**config.mk**
```make
export PLATFORM = sky130hd
export DESIGN_NAME = lsu_seq
export DESIGN_NICKNAME = d
export VERILOG_FILES = /design/src/rtl/lsu_seq.sv
export SDC_FILE = /design/constraint.sdc
export NUM_CORES = 1
export LEC_CHECK = 0
export ABC_CLOCK_PERIOD_IN_PS = 3000
export CAP_MARGIN = 10
export CORE_UTILIZATION = 35
export DETAILED_ROUTE_END_ITERATION = 7
export DONT_BUFFER_PORTS = 1
export REMOVE_ABC_BUFFERS = 1
export SETUP_SLACK_MARGIN = 0.4
export SYNTH_ARGS = -nofsm -noshare
export SYNTH_HDL_FRONTEND = slang
export SYNTH_SLANG_ARGS = --single-unit
```
**constraint.sdc**
```tcl
create_clock -name clk -period 3 [get_ports clk]
set_input_delay 0.3 -clock clk [delete_from_list [all_inputs] [get_ports clk]]
set_output_delay 0.3 -clock clk [all_outputs]
set_load 0.01 [all_outputs]
```
**src/rtl/lsu_seq.sv**
```systemverilog
// lsu_seq: load/store sequencer between a core request port and a
// single-cycle data memory. Aligned requests take one ACCESS cycle;
// illegal requests are answered with resp_err without touching memory.
// Optional feature macro LSU_MISALIGN_EN: misaligned H/HU/W requests are
// split into byte accesses instead of being rejected.
module lsu_seq (
    input  logic        clk,
    input  logic        rst_n,
    input  logic        req_valid,
    output logic        req_ready,
    input  logic        req_we,
    input  logic [2:0]  req_ctrl,
    input  logic [31:0] req_addr,
    input  logic [31:0] req_wdata,
    output logic        resp_valid,
    output logic [31:0] resp_rdata,
    output logic        resp_err,
    output logic        DMWr,
    output logic [2:0]  DMCtrl,
    output logic [31:0] addr,
    output logic [31:0] DataWr,
    input  logic [31:0] DataRd
);

`ifdef LSU_MISALIGN_EN
    localparam bit MIS_EN = 1'b1;
`else
    localparam bit MIS_EN = 1'b0;
`endif

    typedef enum logic [1:0] {IDLE, ACCESS, RESP} state_t;

    state_t      state_q, state_d;
    logic        we_q;
    logic [2:0]  ctrl_q;
    logic [31:0] addr_q;
    logic [31:0] wdata_q;
    logic [1:0]  cnt_q;
    logic        mis_q;
    logic        err_q;
    logic [31:0] rdata_q;
    logic [31:0] rdata_ext;

    logic        req_misal;
    logic        req_bad_ctrl;
    logic        req_illegal;
    logic        last_beat;

    // Classify the incoming request: alignment and legality.
    always_comb begin
        req_misal    = 1'b0;
        if (req_ctrl[1:0] == 2'b10)
            req_misal = |req_addr[1:0];
        else if (req_ctrl[1:0] == 2'b01)
            req_misal = req_addr[0];
        req_bad_ctrl = (req_ctrl == 3'b011) || (req_ctrl[2:1] == 2'b11)
                       || (req_we && req_ctrl[2]);
        req_illegal  = req_bad_ctrl || (req_misal && !MIS_EN);
    end

    // Final beat: aligned is single-beat, split is 2 (H/HU) or 4 (W) bytes.
    always_comb begin
        last_beat = !mis_q || (cnt_q == (ctrl_q[1] ? 2'd3 : 2'd1));
    end

    // Split loads assemble raw bytes, so extension happens here at response.
    always_comb begin
        rdata_ext = rdata_q;
        if (mis_q && ctrl_q == 3'b001)
            rdata_ext = {{16{rdata_q[15]}}, rdata_q[15:0]};
        else if (mis_q && ctrl_q == 3'b101)
            rdata_ext = {16'h0000, rdata_q[15:0]};
    end

    // State register.
    always_ff @(posedge clk or negedge rst_n) begin
        if (!rst_n)
            state_q <= IDLE;
        else
            state_q <= state_d;
    end

    // Request capture, beat counter and load data assembly.
    always_ff @(posedge clk or negedge rst_n) begin
        if (!rst_n) begin
            we_q    <= 1'b0;
            ctrl_q  <= 3'b010;
            addr_q  <= '0;
            wdata_q <= '0;
            cnt_q   <= '0;
            mis_q   <= 1'b0;
            err_q   <= 1'b0;
            rdata_q <= '0;
        end else begin
            case (state_q)
                IDLE: begin
                    if (req_valid) begin
                        we_q    <= req_we;
                        ctrl_q  <= req_ctrl;
                        addr_q  <= req_addr;
                        wdata_q <= req_wdata;
                        cnt_q   <= '0;
                        mis_q   <= req_misal && !req_illegal;
                        err_q   <= req_illegal;
                        rdata_q <= '0;
                    end
                end
                ACCESS: begin
                    if (!we_q) begin
                        if (mis_q)
                            rdata_q[{cnt_q, 3'b000} +: 8] <= DataRd[7:0];
                        else
                            rdata_q <= DataRd;
                    end
                    cnt_q <= cnt_q + 2'd1;
                end
                default: ;
            endcase
        end
    end

    // Next state and all outputs; memory port idles at W size, address 0.
    always_comb begin
        state_d    = state_q;
        req_ready  = 1'b0;
        resp_valid = 1'b0;
        resp_err   = 1'b0;
        resp_rdata = '0;
        DMWr       = 1'b0;
        DMCtrl     = 3'b010;
        addr       = '0;
        DataWr     = '0;
        case (state_q)
            IDLE: begin
                req_ready = 1'b1;
                if (req_valid)
                    state_d = req_illegal ? RESP : ACCESS;
            end
            ACCESS: begin
                DMWr = we_q;
                if (mis_q) begin
                    addr   = addr_q + {30'b0, cnt_q};
                    DMCtrl = we_q ? 3'b000 : 3'b100;
                    DataWr = {24'h000000, wdata_q[{cnt_q, 3'b000} +: 8]};
                end else begin
                    addr   = addr_q;
                    DMCtrl = ctrl_q;
                    DataWr = wdata_q;
                end
                if (last_beat)
                    state_d = RESP;
            end
            RESP: begin
                resp_valid = 1'b1;
                resp_err   = err_q;
                resp_rdata = rdata_ext;
                state_d    = IDLE;
            end
            default: state_d = IDLE;
        endcase
    end

endmodule

```
==> results.tsv, run 1 <==
metric	value	unit
dp_cells	795	
async_flop_share	1.00	
die_area	17900	um^2
placed_cell_area	6360	um^2
fin_cells	835	
wl_per_cell	21.4	um
total_power	4.31	mW
cpMaxStageDelayCell	o31ai_1	
ir_drop	263	uV
overflow	0	
synth_seq_cells	106	
startpoint_type	flop	
antenna_found_initial	0	
diodes	0	
final_antenna_net_count	0	
pre_cts_ws	0.151	ns
crit_path_end_kind	output pin	
ys_seq_area_frac	0.437	
synthTopCellsByArea	dfrtp_1, mux2_2, a32o_1, nor2_1, o21ai_0	
ys.flop_type	dfrtp_1	
fmax	349	MHz
avgSynthCellArea	10.2	um^2
holdWs	-0.355	ns
gp_congestion	0.812	
synth.most_common_cell	dfrtp_1	
synth_top_area_share	0.433	
core_area	16800	um^2
violations	hold timing	
dp_hpwl	12.2	mm
hold_viol	106	
detail_route.first_pass.iterations	5	
relSlewSlack	0.425	
nFillCells	1594	
path_clk_slew	0.07	ns
setup_viol_count_final	0	
yosysTopAreaCell	dfrtp_1	
crit_required	2.70	ns
period_share	0.955	
maxSlewViolCount	0	
ys_types	51	
critPathMaxStageDelay	0.41	ns
cp_cell_sequence	ha_2 > inv_2 > fa_2 > nand4b_4 > buf_4 > or3_4 > o31ai_1 > a21oi_4	
syn_area	6070	um^2
fin_area	7230	um^2
gr-usage-all-layers	0.199	
synth_cells	594	
grt_pass1_vias	4988	
drt_iter0_markers	359	
critical_path_class	reg2out	
drive_above_1_share	0.350	
grt_pass1_wl	27.4	mm
setup_slack	0.135	ns
drv_cap	0	
grt_max_degree	107	
rsz0062_at_grt	true	
cts_tree	built	
p_leak	2.91	nW
synth_edf_count	0	
vias	4930	
outcome	finished with violations	
h-tree-depth	3	
cpLargestDelayFamily	simple AND/OR/NAND/NOR gates	
dieHeight	134	um
drcViolationCount	0	
cts_buffer_depth	2	
cts_buffers	9	
cp.arrival	2.57	ns
finalNetCount	720	
cts_root_buf	clkbuf_16	
path_max_fanout	5	
power.density	595	nW/um^2
crit_buf_inv	2	
ys_warn_count	0	
die_w	134	um
routed_wl	17.9	mm
cts_sinks	106	
fin_crit	2.87	ns
utilization	0.432	
placementRows	47	
io_buffers	0	
clkLatencyLatePin	0.35	ns
start_util	0.362	
ioPinCount	206	
viasPerCell	5.90	
min_path_type	in2async	
synthTopCellsByCount	dfrtp_1, mux2_2, nor2_1, o21ai_0, nand2_1	
worst_slew_pin_slew	0.856	ns
fin_worst_skew	0.00895	ns
syn_to_final_growth	19.1	%
-- path summary, 6_finish.rpt --
check / from / end / slack, ns / cells after the start
max reg2reg: mis_q / rdata_q[30] / 0.66 / 5
min in group clk: req_addr[15] / addr_q[15] / 0.07 / 2
min: rst_n / wdata_q[18] / -0.36 / 0
max in group asynchronous: rst_n / ctrl_q[1] / 3.14 / 0
min reg2reg: rdata_q[11] / rdata_q[11] / 0.50 / 1
max: addr_q[0] / addr[18] / 0.13 / 8
-- flip-flops by register name (all words and copies together) (netlist names) --
name     cells
wdata_q     32
rdata_q     32
cnt_q        2
we_q         1
err_q        1
addr_q      32
mis_q        1
ctrl_q       3
state_q      2
-- metrics by stage --
| step | hold slack [ns] | TNS [ns] |
|---|---|---|
| floorplan | 0.00441 | -106.42 |
| global placement | 0.00881 | 0 |
| finish | -0.355 | 0 |
| global route | -0.384 | 0 |
| CTS | -0.368 | 0 |
| detailed placement | 0.00863 | 0 |
-- timing repair --
item / 4_1_cts / 5_1_grt
setup buffers: 12 / 11
gates cloned: 1 / 0
pin swaps: 19 / 16
resized for setup: 44 / 34
endpoints found under the hold margin: 106 / 106
setup endpoints to repair: 26 / 33
-- power by group --
group / leakage, nW / internal [mW] / total [mW] / switching [mW]
combinational: 1.44 / 0.502 / 1.02 / 0.519
sequential: 1.32 / 1.71 / 2.00 / 0.293
clock: 0.156 / 0.752 / 1.28 / 0.529
-- worst reg2reg max path, cell delays in order (launching register included) --
cell and delay (ns):
dfrtp_1 0.42, buf_4 0.19, inv_1 0.34, o21ai_0 0.16, a21oi_1 0.69, mux2_2 0.42
-- cell usage in the layout, fill, tap and decap left out, types with 7 or more instances in the layout --
master / netlist / routed
mux2_2: 94 / 94
a21oi_4: 0 / 8
dfrtp_1: 105 / 103
o21ai_0: 36 / 34
inv_1: 11 / 10
nand3_1: 9 / 9
o31ai_1: 14 / 10
nor2_1: 52 / 49
and3_1: 25 / 25
a32o_1: 23 / 23
buf_4: 1 / 40
a21oi_1: 29 / 16
nand4_1: 7 / 7
clkbuf_16: 0 / 9
nand2_1: 33 / 31
and2_1: 18 / 18
o22ai_1: 9 / 9
nand2b_1: 10 / 10
-- layer usage --
metal / GRT usage / up-vias / routed length [um]
li1: - / 2216 / -
met1: 0.245 / 2453 / 7340
met2: 0.318 / 217 / 8650
met3: 0.0571 / 44 / 1260
met4: 0.0928 / 0 / 655
met5: 0 / - / 0
-- logic make-up after synthesis --
group                      share of synthesized area
buffers and inverters                         0.0373
DFF                                            0.437
AOI/OAI and AO/OA                              0.139
and+or+nand+nor                                0.174
muxes                                          0.186
adders and majority gates                     0.0157
xor gates and xnor gates                      0.0115
-- area by class of cell --
class                   count  area [um^2]  share of cell area
clock buffers              11          243              0.0336
clock inverters             5         77.6              0.0107
inverters                  11         41.3             0.00571
multi-input cells         436         3560               0.492
flip-flops and latches    106         2660               0.367
well taps                 220          275              0.0381
repair buffers             46          380              0.0526
Note: power is estimated with default switching activity, not from simulation.
==> run 2, diff against run 1 <==
- ABC_AREA: not set -> 1
==> run 2 against run 1 <==
Critical path type unchanged. Clock-buffer cell count increased by 1. The flow still finishes with violations (hold timing). Critical endpoint is now addr[8]. Hold slack got worse by 0.0062 ns. Critical path depth increased by 3. Sequential cell count unchanged. Register-to-register slack improved by 0.29 ns. Via count increased by 22%. Clock power increased by 3%.
==> results.tsv, run 2 <==
metric	value	unit
cts_tree	built	
wl_per_cell	17.1	um
muxShareOfSynthArea	0	
synth-xor-area-share	0.00680	
synth.most_common_cell	nand2_1	
crit_path_end_kind	output pin	
synth_top_area_share	0.408	
clkLatencyLatePin	0.35	ns
multi_input_area	3250	um^2
nFillCells	1896	
ys.flop_type	dfrtp_1	
crit_required	2.70	ns
fin_crit	2.54	ns
synthTopCellsByCount	nand2_1, dfrtp_1, nor2_1, inv_1, o21ai_0	
gp_congestion	0.860	
synth_edf_count	0	
syn_area	6440	um^2
cts_buffers	9	
startpoint_type	flop	
antenna_found_initial	0	
outcome	finished with violations	
layout_common_cells	nand2_1, dfrtp_1, inv_1	
grt_pass1_vias	5401	
core_area	18000	um^2
ys_warn_count	0	
violations	hold timing	
largestRegisters	addr_q: 32 flops, rdata_q: 32 flops, wdata_q: 32 flops	
setup_viol_count_final	0	
synth_fa_ha_area_frac	0.0148	
synth_compound_area_frac	0.135	
avgSynthCellArea	6.91	um^2
r2r_slack	0.95	ns
synth_cells	932	
critical_path_class	reg2out	
min_path_type	in2async	
syn_to_final_growth	9.20	%
worst_slew_pin_slew	0.687	ns
ioPinCount	206	
holdWs	-0.361	ns
cts_sinks	106	
io_buffers	0	
path_max_fanout	4	
h-tree-depth	3	
vias	5999	
power.density	716	nW/um^2
cts_buffer_depth	2	
maxSlewViolCount	0	
ys_types	39	
yosys.area_share.simple	0.338	
overflow	0	
synth_seq_cells	106	
r2r_end	rdata_q[15]	
routed_wl	19.6	mm
drv_cap	0	
viasPerCell	5.22	
final_antenna_net_count	0	
die_area	18900	um^2
gr-usage-all-layers	0.205	
synth_top_family_by_area	simple AND/OR/NAND/NOR gates	
async_flop_share	1.00	
finalSetupTns	0	ns
p_leak	3.13	nW
finalNetCount	1026	
relSlewSlack	0.539	
fmax	394	MHz
yosysTopAreaCell	dfrtp_1	
dieHeight	138	um
path_clk_slew	0.07	ns
grt_max_degree	107	
total_power	5.03	mW
rr_startpoint	cnt_q[0]	
dp_hpwl	13.5	mm
diodes	0	
grt_pass1_wl	29.3	mm
fin_worst_skew	0.0108	ns
drcViolationCount	0	
ir_drop	344	uV
start_util	0.358	
detail_route.first_pass.iterations	5	
ff2ff_path_depth	8	
die_w	138	um
seqCellArea	2650	um^2
rsz0062_at_grt	true	
drt_iter0_markers	377	
cp.arrival	2.24	ns
period_share	0.845	
final_common_cell	nand2_1	
placementRows	49	
synthTopCellsByArea	dfrtp_1, nand2_1, o21ai_0, nor2_1, inv_1	
ys_seq_area_frac	0.412	
cts_root_buf	clkbuf_16	
hold_viol	106	
drive_above_1_share	0.0879	
==> run 2: what timing repair did <==
action / 4_1_cts / 5_1_grt
gates resized for setup: 11 / 15
pin swaps: 4 / 5
setup endpoints to repair: 15 / 20
buffers inserted: 3 / 1
endpoints found under the hold margin: 106 / 106
==> run 2: layout make-up <==
type                    instances  share of cell area
well taps                     229              0.0408
clock inverters                 4              0.0107
inverters                      94              0.0507
clock buffers                  12              0.0351
multi-input cells             687               0.462
flip-flops and latches        106               0.378
repair buffers                 18              0.0228
==> run 2: routing by layer <==
metal,part of all wire,global-route usage,vias up
met1,0.45,0.275,2825
li1,-,-,2942
met4,0.019,0.0678,0
met2,0.46,0.321,209
met5,0,0,-
met3,0.074,0.0511,23
==> run 2: worst max-delay path by stage <==
stage	from	end	slack, ns	cells past startpoint
4_1_cts	addr_q[0]	addr[8]	0.42	11
6_report	addr_q[0]	addr[8]	0.46	11
3_3_place_gp	addr_q[0]	addr[18]	0.60	10
5_1_grt	addr_q[0]	addr[30]	0.31	12
2_1_floorplan	mis_q	addr[18]	0.33	7
3_5_place_dp	addr_q[0]	addr[18]	0.55	10
==> run 2: per-stage QoR <==
step / setup WS, ns / area (um^2) / hold WS (ns) / cells / util
after detailed placement: 0.547 / 6600 / 0.00651 / 1130 / 0.367
after global placement: 0.602 / 6600 / 0.00751 / 1130 / 0.367
final: 0.464 / 7030 / -0.361 / 1150 / 0.391
after global routing: 0.309 / 7030 / -0.388 / 1150 / 0.391
after floorplan: 0.332 / 6180 / 0.00441 / 887 / -
after CTS: 0.419 / 6980 / -0.379 / 1149 / 0.388
==> run 2: power breakdown <==
part           switching [mW]  internal, mW
registers               0.362          1.84
logic                    1.05         0.462
clock network           0.562         0.757
total                    1.97          3.06
==> run 2: logic make-up after synthesis <==
group,count (synthesis)
AOI/OAI and AO/OA,161
xor gates and xnor gates,5
adders and majority gates,7
buffers and inverters,139
DFF,106
and+or+nand+nor,514
==> run 2: critical path: stages (launching register included) <==
cell,delay [ns]
dfrtp_1,0.37
ha_1,0.18
inv_1,0.06
fa_2,0.36
nor2_2,0.15
nand2_2,0.10
nor2_4,0.14
buf_4,0.14
nand2_1,0.06
o21ai_1,0.13
a21oi_1,0.06
buf_4,0.14
==> run 3, diff against run 2 <==
- ABC_CLOCK_PERIOD_IN_PS: 3000 -> 2500
- clock period: 3 -> 2.5 ns (I/O delays scaled with it)
==> run 3 against run 2 <==
Via count is 6.2% higher. Global-route usage is 0.81 points higher. The flow still finishes with violations (hold timing). Final area is 20% higher. Clock-buffer cell count is 1 lower. Combinational power is 62% higher. Clock power is 8% higher. Non-clock buffer count is 72 higher. Sequential share of layout area is 6.1 points lower. Total power is 31% higher. Sequential cell count stayed put. Critical endpoint is now addr[30]. Register-to-register slack worse by 0.47 ns.
==> results.tsv, run 3 (synthesis gave the netlist of run 2 again) <==
metric	value	unit
outcome	finished with violations	
violations	hold timing	
cts_tree	built	
multi_input_area	3830	um^2
layout_common_cells	nand2_1, dfrtp_1, inv_1	
p_leak	3.68	nW
drv_cap	0	
clkPwrFrac	0.216	
clkLatencyLatePin	0.35	ns
hold_viol	106	
core_area	18000	um^2
setup_viol_count_final	0	
fmax	404	MHz
antenna_found_initial	0	
viasPerCell	5.21	
min_path_type	in2async	
drcViolationCount	0	
dp_cells	1146	
maxSlewViolCount	0	
rsz0062_at_grt	true	
grt_pass1_wl	30.9	mm
final_antenna_net_count	0	
start_util	0.358	
gp_congestion	0.859	
drt_iter0_markers	343	
ioPinCount	206	
detail_route.first_pass.iterations	5	
routed_wl	21.0	mm
fin_worst_skew	0.0115	ns
seqPwrFrac	0.410	
seqCellArea	2660	um^2
crit_required	2.25	ns
die_area	18900	um^2
cts_buffers	9	
power_switching	2.70	mW
largestRegisters	addr_q: 32 flops, rdata_q: 32 flops, wdata_q: 32 flops	
path_clk_slew	0.08	ns
intPower	3.87	mW
vias	6370	
placementRows	49	
dp_hpwl	14.0	mm
path_max_fanout	3	
holdBufCountCts	20	
swShare	0.411	
finalNetCount	1098	
die_w	138	um
dieHeight	138	um
grt_max_degree	107	
final_common_cell	nand2_1	
setup_slack	0.0277	ns
h-tree-depth	3	
drive_above_1_share	0.250	
cp.arrival	2.22	ns
rr_startpoint	cnt_q[0]	
holdWs	-0.423	ns
critical_path_class	reg2out	
power_frac_comb	0.373	
diodes	0	
fin_crit	2.47	ns
r2r_end	rdata_q[17]	
startpoint_type	flop	
relSlewSlack	0.697	
fin_cells	1222	
syn_to_final_growth	30.6	%
cts_root_buf	clkbuf_16	
pre_cts_ws	0.242	ns
worst_slew_pin_slew	0.455	ns
ir_drop	350	uV
power.density	781	nW/um^2
wl_per_cell	17.2	um
period_share	0.989	
ff2ff_path_depth	14	
crit_path_end_kind	output pin	
overflow	0	
utilization	0.468	
grt_pass1_vias	5871	
finalSetupTns	0	ns
gr-usage-all-layers	0.213	
nFillCells	1860	
cts_sinks	106	
io_buffers	0	
cts_buffer_depth	2	
r2r_slack	0.48	ns
## run 3: area by class of cell
cell class | instances | share of cell area
sequential | 106 | 0.316
clock inverter | 5 | 0.00506
clock buffer | 11 | 0.0289
timing repair buffer | 90 | 0.115
multi-input combinational | 687 | 0.456
tap | 229 | 0.0341
inverter | 94 | 0.0445
## run 3: power by group through the flow
stage / registers (mW) / logic [mW] / clock network, mW
after floorplan: 2.55 / 1.31 / 0
after global placement: 2.65 / 1.79 / 0
after detailed placement: 2.66 / 1.82 / 0
after CTS: 2.64 / 2.15 / 1.46
after global routing: 2.77 / 2.75 / 1.51
final: 2.70 / 2.45 / 1.42
## run 3: stage by stage
stage / hold slack [ns] / area (um^2) / power (mW)
2_1_floorplan: -0.0456 / 6180 / 3.86
3_3_place_gp: -0.0421 / 6730 / 4.45
3_5_place_dp: -0.0429 / 6730 / 4.49
4_1_cts: -0.439 / 7660 / 6.25
5_1_grt: -0.447 / 8410 / 7.04
6_report: -0.423 / 8410 / 6.57
## run 3: how the worst max path moves through the flow
stage,from,to,cells past startpoint
3_5_place_dp,addr_q[0],addr[18],10
4_1_cts,addr_q[0],addr[30],12
5_1_grt,addr_q[0],addr[18],10
2_1_floorplan,mis_q,addr[18],7
6_report,addr_q[0],addr[30],12
3_3_place_gp,addr_q[0],addr[18],10
## run 3: repair_timing
item / 4_1_cts / 5_1_grt
endpoints found under the setup margin: 64 / 74
gates cloned: 1 / 0
pin swaps: 30 / 52
endpoints found under the hold margin: 126 / 106
buffers inserted: 18 / 21
gates resized for setup: 84 / 150
## run 3: layer usage
layer  vias up  share of wire  GRT usage
li1       3106              -          -
met1      3009           0.42      0.279
met3        32          0.068     0.0460
met4         0          0.023     0.0873
met2       223           0.49      0.341
met5         -              0          0
## run 3: critical path, cell delays in order (launching register included)
cell     delay, ns
dfrtp_1       0.37
ha_2          0.20
inv_2         0.04
fa_2          0.39
inv_2         0.09
nand3_4       0.08
nor2_2        0.09
nand2_1       0.09
nor2_4        0.16
nand3_2       0.09
nand2_2       0.09
nand2_2       0.07
nor2_4        0.12
